$ cat config.mk
export PLATFORM = sky130hd
export DESIGN_NAME = wb_port_arbiter
export DESIGN_NICKNAME = d
export VERILOG_FILES = /design/src/rtl/wb_port_arbiter.sv
export SDC_FILE = /design/constraint.sdc
export NUM_CORES = 1
export LEC_CHECK = 0
export CORE_MARGIN = 10
export CORE_UTILIZATION = 40
export CTS_BUF_LIST = sky130_fd_sc_hd__clkbuf_4 sky130_fd_sc_hd__clkbuf_8 sky130_fd_sc_hd__clkbuf_16
export DETAILED_ROUTE_END_ITERATION = 10
export PLACE_DENSITY = 0.75
export SKIP_CTS_REPAIR_TIMING = 1
export SLEW_MARGIN = 20
export SYNTH_ARGS = -nofsm -noshare
export SYNTH_HDL_FRONTEND = slang
export SYNTH_SLANG_ARGS = --single-unit
$ cat constraint.sdc
create_clock -name clk -period 3.3 [get_ports clk]
set_input_delay 0.66 -clock clk [delete_from_list [all_inputs] [get_ports clk]]
set_output_delay 0.66 -clock clk [all_outputs]
set_load 0.01 [all_outputs]
$ cat src/rtl/wb_port_arbiter.sv
// Register-file write-port arbiter: pipeline writeback has priority over the MDU.
// Ports: clk/rst; pipe_* writeback in; mdu_* result in with mdu_ready;
//        rf_* write port out; pipe_stall (freeze MEM_WB and earlier); mdu_pending.
// Latency: rf_* is combinational (0-cycle). Backpressure: mdu_ready=0 while an
// MDU entry is held; the pipeline is stalled for one cycle to drain a starved entry.
module wb_port_arbiter #(
  parameter int MAX_WAIT = 4,
  parameter int CNT_W    = $clog2(MAX_WAIT + 1)
) (
  input  logic        clk,
  input  logic        rst,
  input  logic        pipe_reg_write,
  input  logic [4:0]  pipe_reg_dest,
  input  logic [31:0] pipe_wdata,
  input  logic        mdu_valid,
  input  logic [4:0]  mdu_dest,
  input  logic [31:0] mdu_data,
  output logic        mdu_ready,
  output logic        rf_write,
  output logic [4:0]  rf_dest,
  output logic [31:0] rf_wdata,
  output logic        pipe_stall,
  output logic        mdu_pending
);

  typedef enum logic [1:0] {
    IDLE  = 2'd0,
    WAIT  = 2'd1,
    FORCE = 2'd2
  } state_t;

  localparam logic [CNT_W-1:0] MAX_CNT = CNT_W'(MAX_WAIT);

  state_t           state, state_nxt;
  logic [4:0]       buf_dest, buf_dest_nxt;
  logic [31:0]      buf_data, buf_data_nxt;
  logic [CNT_W-1:0] wait_cnt, wait_cnt_nxt;

  // Writes to $0 are no-ops, so they leave the port free.
  logic pipe_busy;
  assign pipe_busy = pipe_reg_write && (pipe_reg_dest != 5'd0);

  logic       wr;
  logic [4:0] dest;
  logic [31:0] wdata;
  logic       ready;
  logic       stall;
  logic       pending;

  always_ff @(posedge clk) begin
    if (rst) begin
      state    <= IDLE;
      buf_dest <= 5'd0;
      buf_data <= 32'd0;
      wait_cnt <= '0;
    end else begin
      state    <= state_nxt;
      buf_dest <= buf_dest_nxt;
      buf_data <= buf_data_nxt;
      wait_cnt <= wait_cnt_nxt;
    end
  end

  always_comb begin
    state_nxt    = state;
    buf_dest_nxt = buf_dest;
    buf_data_nxt = buf_data;
    wait_cnt_nxt = wait_cnt;
    wr           = 1'b0;
    dest         = 5'd0;
    wdata        = 32'd0;
    ready        = 1'b0;
    stall        = 1'b0;
    pending      = 1'b0;

    case (state)
      IDLE: begin
        ready = 1'b1;
        if (pipe_busy) begin
          wr    = 1'b1;
          dest  = pipe_reg_dest;
          wdata = pipe_wdata;
          // A result aimed at $0 is accepted and simply dropped.
          if (mdu_valid && (mdu_dest != 5'd0)) begin
            buf_dest_nxt = mdu_dest;
            buf_data_nxt = mdu_data;
            wait_cnt_nxt = '0;
            state_nxt    = WAIT;
          end
        end else if (mdu_valid && (mdu_dest != 5'd0)) begin
          wr    = 1'b1;
          dest  = mdu_dest;
          wdata = mdu_data;
        end
      end

      WAIT: begin
        pending = 1'b1;
        if (!pipe_busy) begin
          wr           = 1'b1;
          dest         = buf_dest;
          wdata        = buf_data;
          buf_dest_nxt = 5'd0;
          buf_data_nxt = 32'd0;
          state_nxt    = IDLE;
        end else begin
          wr    = 1'b1;
          dest  = pipe_reg_dest;
          wdata = pipe_wdata;
          if (pipe_reg_dest == buf_dest) begin
            // The held MDU result is older, so the pipeline write kills it.
            buf_dest_nxt = 5'd0;
            buf_data_nxt = 32'd0;
            state_nxt    = IDLE;
          end else begin
            if (wait_cnt != MAX_CNT) begin
              wait_cnt_nxt = wait_cnt + 1'b1;
            end
            if (wait_cnt_nxt == MAX_CNT) begin
              state_nxt = FORCE;
            end
          end
        end
      end

      FORCE: begin
        // MEM_WB is frozen, so the suppressed pipeline write comes back next cycle.
        pending      = 1'b1;
        stall        = 1'b1;
        wr           = 1'b1;
        dest         = buf_dest;
        wdata        = buf_data;
        buf_dest_nxt = 5'd0;
        buf_data_nxt = 32'd0;
        state_nxt    = IDLE;
      end

      default: begin
        state_nxt = IDLE;
      end
    endcase
  end

  // Every output is held low while reset is asserted.
  assign mdu_ready   = ready   && !rst;
  assign rf_write    = wr      && !rst;
  assign rf_dest     = rst ? 5'd0  : dest;
  assign rf_wdata    = rst ? 32'd0 : wdata;
  assign pipe_stall  = stall   && !rst;
  assign mdu_pending = pending && !rst;

endmodule

== Word level (Yosys, flattened, before mapping) ==
Cells that the tools add are included.

* ROM bits: 0
* Memories kept: 0
* Bits in registers: 42
* Bits in writable memories: 0
* Latch bits: 0
* Input port bits: 78
* Output and inout port bits: 41
* Word-level logic and storage cells: 73

* Reductions and logical operators: 16
* Order comparisons: 0
* Equality and inequality tests: 11
* Shift-type cells: 0
* Multiply operators: 0
* Add/sub/neg operators: 1
* Divide/modulo/power cells: 0
* Muxes and demuxes: 41
* Bitwise gates (word level): 0

{| class="wikitable"
|+ Operators with widths
! operator !! count
|-
| $mux W32 || 8
|-
| $pmux W32 S3 || 2
|-
| $mux W5 || 8
|-
| $pmux W5 S3 || 2
|-
| $mux W3 || 8
|-
| $mux W2 || 5
|-
| $reduce_bool A5 Y1 || 2
|-
| $ne A2 B2 Y1 const B || 4
|-
| $logic_and A1 B1 Y1 || 6
|-
| $ne A3 B3 Y1 const B || 2
|-
| $pmux W3 S2 || 1
|-
| $eq A5 B5 Y1 || 1
|-
| $mux W1 || 5
|-
| $reduce_and A5 Y1 || 1
|-
| $ne A4 B4 Y1 const B || 1
|-
| $pmux W2 S2 || 1
|-
| $reduce_and A4 Y1 || 1
|-
| $add A3 B1 Y3 const B || 1
|-
| $eq A3 B3 Y1 const B || 1
|-
| $reduce_and A3 Y1 || 1
|-
| $reduce_bool A3 Y1 || 1
|-
| $eq A2 B1 Y1 const B || 1
|-
| $eq A2 B2 Y1 const B || 1
|-
| $logic_not A2 Y1 || 1
|-
| 4 further kinds || 4
|}

== Logic depth before layout (Yosys ltp) ==
* Depth in word-level cells: 10
* Mapped depth: 9

== Worst setup path after synthesis ==
OpenSTA, ideal clock, no wires.

* Path type: input to output
* Start point: in pipe_reg_dest[0]
* End point: out rf_wdata[24]
* Data arrival time: 2226 ps
* Path slack: 414 ps
* Stages: 6
* Cells stage by stage: or4_4 -> o21ai_4 -> nor3b_4 -> buf_6 -> a222oi_1 -> nor2_1

* Word-level cells in the longest chain between the ends: 5
* Elaborated cells between the ends (all ways): 6
* Those cells by class: mux (4); reduce/logical (2)

{| class="wikitable"
|+ RTL lines
! item !! line !! source
|-
| from (decl) || 13 || <nowiki>input logic [4:0] pipe_reg_dest,</nowiki>
|-
| $reduce_bool A5 Y1 (*) || 41 || <nowiki>assign pipe_busy = pipe_reg_write && (pipe_reg_dest != 5'd0);</nowiki>
|-
| $logic_and A1 B1 Y1 (*) || 41 ||
|-
| $mux W32 (on tied branches) || 99, 79 ||
|-
| $pmux W32 S3 (*) || 76 || <nowiki>case (state)</nowiki>
|-
| $mux W32 (*) || 148 || <nowiki>assign rf_wdata = rst ? 32'd0 : wdata;</nowiki>
|-
| to (decl) || 21 || <nowiki>output logic [31:0] rf_wdata,</nowiki>
|}

Mark *: on every way between the ends. The rest lies on a longest branch, timed or not.

== Worst setup path in the final report ==
* Start point: in pipe_reg_dest[0]
* End point: out rf_dest[4]

* Word-level cells in the longest chain between the ends: 5
* Elaborated cells between the ends (all ways): 6
* Those cells by class: mux (4); reduce/logical (2)

{| class="wikitable"
|+ RTL lines
! item !! line !! source
|-
| $reduce_bool A5 Y1 (*) || 41 ||
|-
| $logic_and A1 B1 Y1 (*) || 41 ||
|-
| $mux W5 (on tied branches) || 99, 79 ||
|-
| $pmux W5 S3 (*) || 76 ||
|-
| $mux W5 (*) || 147 || <nowiki>assign rf_dest = rst ? 5'd0 : dest;</nowiki>
|-
| to (decl) || 20 || <nowiki>output logic [4:0] rf_dest,</nowiki>
|}

Marked as above.

==> run_results.csv <==
group,metric,value,unit
placed_design,port_buffers,118,
synthesis,synth_edf_count,0,
synthesis,post-synth-top-area-cell,"dfxtp_1",
floorplan,core_area,7250,um^2
floorplan,ios,119,
synthesis,seq_area_frac_synth,0.283,
route,viasPerCell,6.17,
synthesis,ys_async_sr_fraction,0,
pwr,ir_drop,0.000208,V
critical_path,cp-end-kind,"primary output",
synthesis,syn_nets,461,
critical_path,critical_path.top_delay_family,"simple AND/OR/NAND/NOR gates",
timing,fmax,0.308,GHz
pwr,swShare,0.359,
synthesis,ys_top_cells_by_area,"dfxtp_1, a222oi_1, o31ai_1",
pwr,p_comb_frac,0.427,
critical_path,cp_slowest_cell,"or4_4",
grt,grt_antenna_before_repair,0,
pwr,internal_power,0.00106,W
placed_design,dp_cells,578,
floorplan,rows,31,
route,post_drt_wl_per_cell,19.3,um
layout,fill_cells,663,
synthesis,ys_ff_latch,42,
floorplan,die-area,11300,um^2
critical_path,path_buf_inv,4,
clocking,cts_tree,"done",
layout,syn2layout_area_growth,52.5,%
route,via_count,3649,
floorplan,start_util,0.410,
synthesis,syn-instance-count,377,
pwr,p_leak,2.16,nW
pwr,seq_power_share,0.357,
critical_path,crit_type,"input pin to primary output",
synthesis,synthFlopType,"dfxtp_1",
clocking,clk_latency,0.30,ns
floorplan,die_h,106,um
critical_path,cp.required,2.64,ns
grt,track_usage,0.185,
grt,grt_pass1_vias,3514,
pwr,power_frac_clock,0.216,
synthesis,synth.most_common_cell,"a21oi_1",
synthesis,synthesis.area,2980,um^2
pwr,total_power,0.00166,W
critical_path,cp.arrival,2.59,ns
timing,worst_clock_skew,0.00875,ns
grt,grt_max_degree,46,
synthesis,synth_common_cells,"a21oi_1, dfxtp_1, nor2_1",
placed_design,dp_hpwl,7800,um
placed_design,gp_congestion,0.864,
clocking,htree_levels,2,
worst_hold_path,min_path_type,"flip-flop to flip-flop",
route,drt_wl_total,11400,um
critical_path,slowest_delay,0.56,ns
clocking,cts_sinks,42,
pwr,power.switching,0.000596,W
timing,fin_crit,3.25,ns
route,detail-route-antenna-nets,0,
critical_path,path_cells,"dlymetal6s2s_1 -> or4_4 -> o21ai_4 -> nor3b_4 -> buf_6 -> clkbuf_16 -> a222oi_1 -> nor2_1 -> buf_2",
timing,tightestPinTransition,0.762,ns
critical_path,startpoint_type,"input pin",
layout,fin_nets,575,
route,drcViolationCount,0,
layout,drive_above_1_share,0.140,
pwr,powerDensity,366,nW/um^2
outcome,status,"complete, no violations",
layout,n_antenna_cell,0,
clocking,clock_path_buffers,2,
layout,instances_no_fill,591,
route,drt-initial-drc-count,362,
timing,max_slew_margin,0.492,
timing,hold-worst-slack,0.471,ns
grt,grt_overflow_total,0,
route,drt-pass1-iter-count,6,
clocking,clkSlewWorstSetupHoldPaths,0.09,ns
timing,fin_crit_sh,0.985,
timing,setup_violations,0,
floorplan,die_w,106,um
layout,postLayoutCoreUtil,0.626,
grt,grt_first_pass_wirelength,17700,um
critical_path,cp_max_fo,11,
timing,timing.final.max_slew_violations,0,
synthesis,synth_cell_type_count,41,
run,cap_violations,0,
synthesis,yosysWarningCount,0,
synthesis,syn_area_per_cell,7.89,um^2
clocking,clockRootBuffer,"clkbuf_8",
timing,hold_viol_final,0,
synthesis,yosysTopAreaCellShare,0.283,
clocking,numCtsBuffers,5,
-- cells in the final DEF (no fill, tap or decap), types with 10 or more instances in the layout --
master           synthesis  layout
clkbuf_2                 0      10
dfxtp_1                 42      42
dlymetal6s2s_1           0      33
a21oi_1                 43      43
nor2_1                  42      41
nor2b_1                 40      40
clkdlybuf4s50_1          0      71
a222oi_1                36      36
o31ai_1                 37      37
nand4_1                 38      38
buf_4                    6      27
-- routing by layer --
| metal | GRT usage | vias to the layer above | share of wire |
|---|---|---|---|
| met5 | 0 | - | 0 |
| met4 | 0.0455 | 0 | 0.012 |
| met3 | 0.0447 | 13 | 0.083 |
| met2 | 0.313 | 183 | 0.49 |
| met1 | 0.230 | 1752 | 0.42 |
| li1 | - | 1701 | - |
-- sequential cells by signal (all words and copies together) (netlist names) --
| signal | cells |
|---|---|
| buf_data | 32 |
| buf_dest | 5 |
| wait_cnt | 3 |
| state | 2 |
-- worst paths after layout --
check | from | endpoint | slack [ns] | cells past startpoint
setup / recovery | pipe_reg_dest[0] | rf_dest[4] | 0.05 | 9
hold / removal | buf_data[7]$_SDFFE_PP0P_ | buf_data[7]$_SDFFE_PP0P_ | 0.47 | 2
setup reg to reg | state[1]$_SDFFE_PP0P_ | state[0]$_SDFFE_PP0P_ | 1.30 | 7
hold reg to reg | buf_data[7]$_SDFFE_PP0P_ | buf_data[7]$_SDFFE_PP0P_ | 0.47 | 2
-- final cells by class --
cell class,count,area (um^2),area share
Multi-Input combinational cell,281,1910,0.421
Timing Repair Buffer,154,1540,0.340
Sequential cell,42,841,0.185
Tap cell,99,124,0.0273
Clock buffer,6,82.6,0.0182
Inverter,7,26.3,0.00579
Clock inverter,2,12.5,0.00276
-- power by group through the flow --
stage          clock network, W  logic, W  registers (W)
6_report               0.000359  0.000708       0.000593
5_1_grt                0.000380  0.000768       0.000598
4_1_cts                0.000361  0.000707       0.000592
3_5_place_dp                  0  0.000702       0.000603
3_3_place_gp                  0  0.000689       0.000603
2_1_floorplan                 0  0.000394       0.000592
-- metrics by stage --
step | setup TNS (ns) | area (um^2) | setup WS, ns
after global routing | -0.458 | 4540 | -0.0592
after CTS | -19.77 | 4430 | -0.594
after floorplan | 0 | 2980 | 0.414
after detailed placement | -19.22 | 4340 | -0.584
final | 0 | 4540 | 0.0494
after global placement | -18.35 | 4340 | -0.531
-- worst register-to-register path, stage by stage (launching register included) --
cell and delay [ns]:
dfxtp_1 0.35, inv_1 0.10, ha_1 0.33, inv_1 0.17, a211oi_4 0.26, buf_4 0.34, nand2b_1 0.10, a221oi_1 0.28
-- cell families after synthesis --
kind of cell	Yosys count	synth area share
buffers and inverters	54	0.0879
AO/OA/AOI/OAI	135	0.336
XOR/XNOR	5	0.0147
adder cells (fa/ha/maj)	6	0.0252
flip-flops	42	0.283
AND/OR/NAND/NOR	135	0.253
No activity file was read; power rests on OpenSTA's default activity.
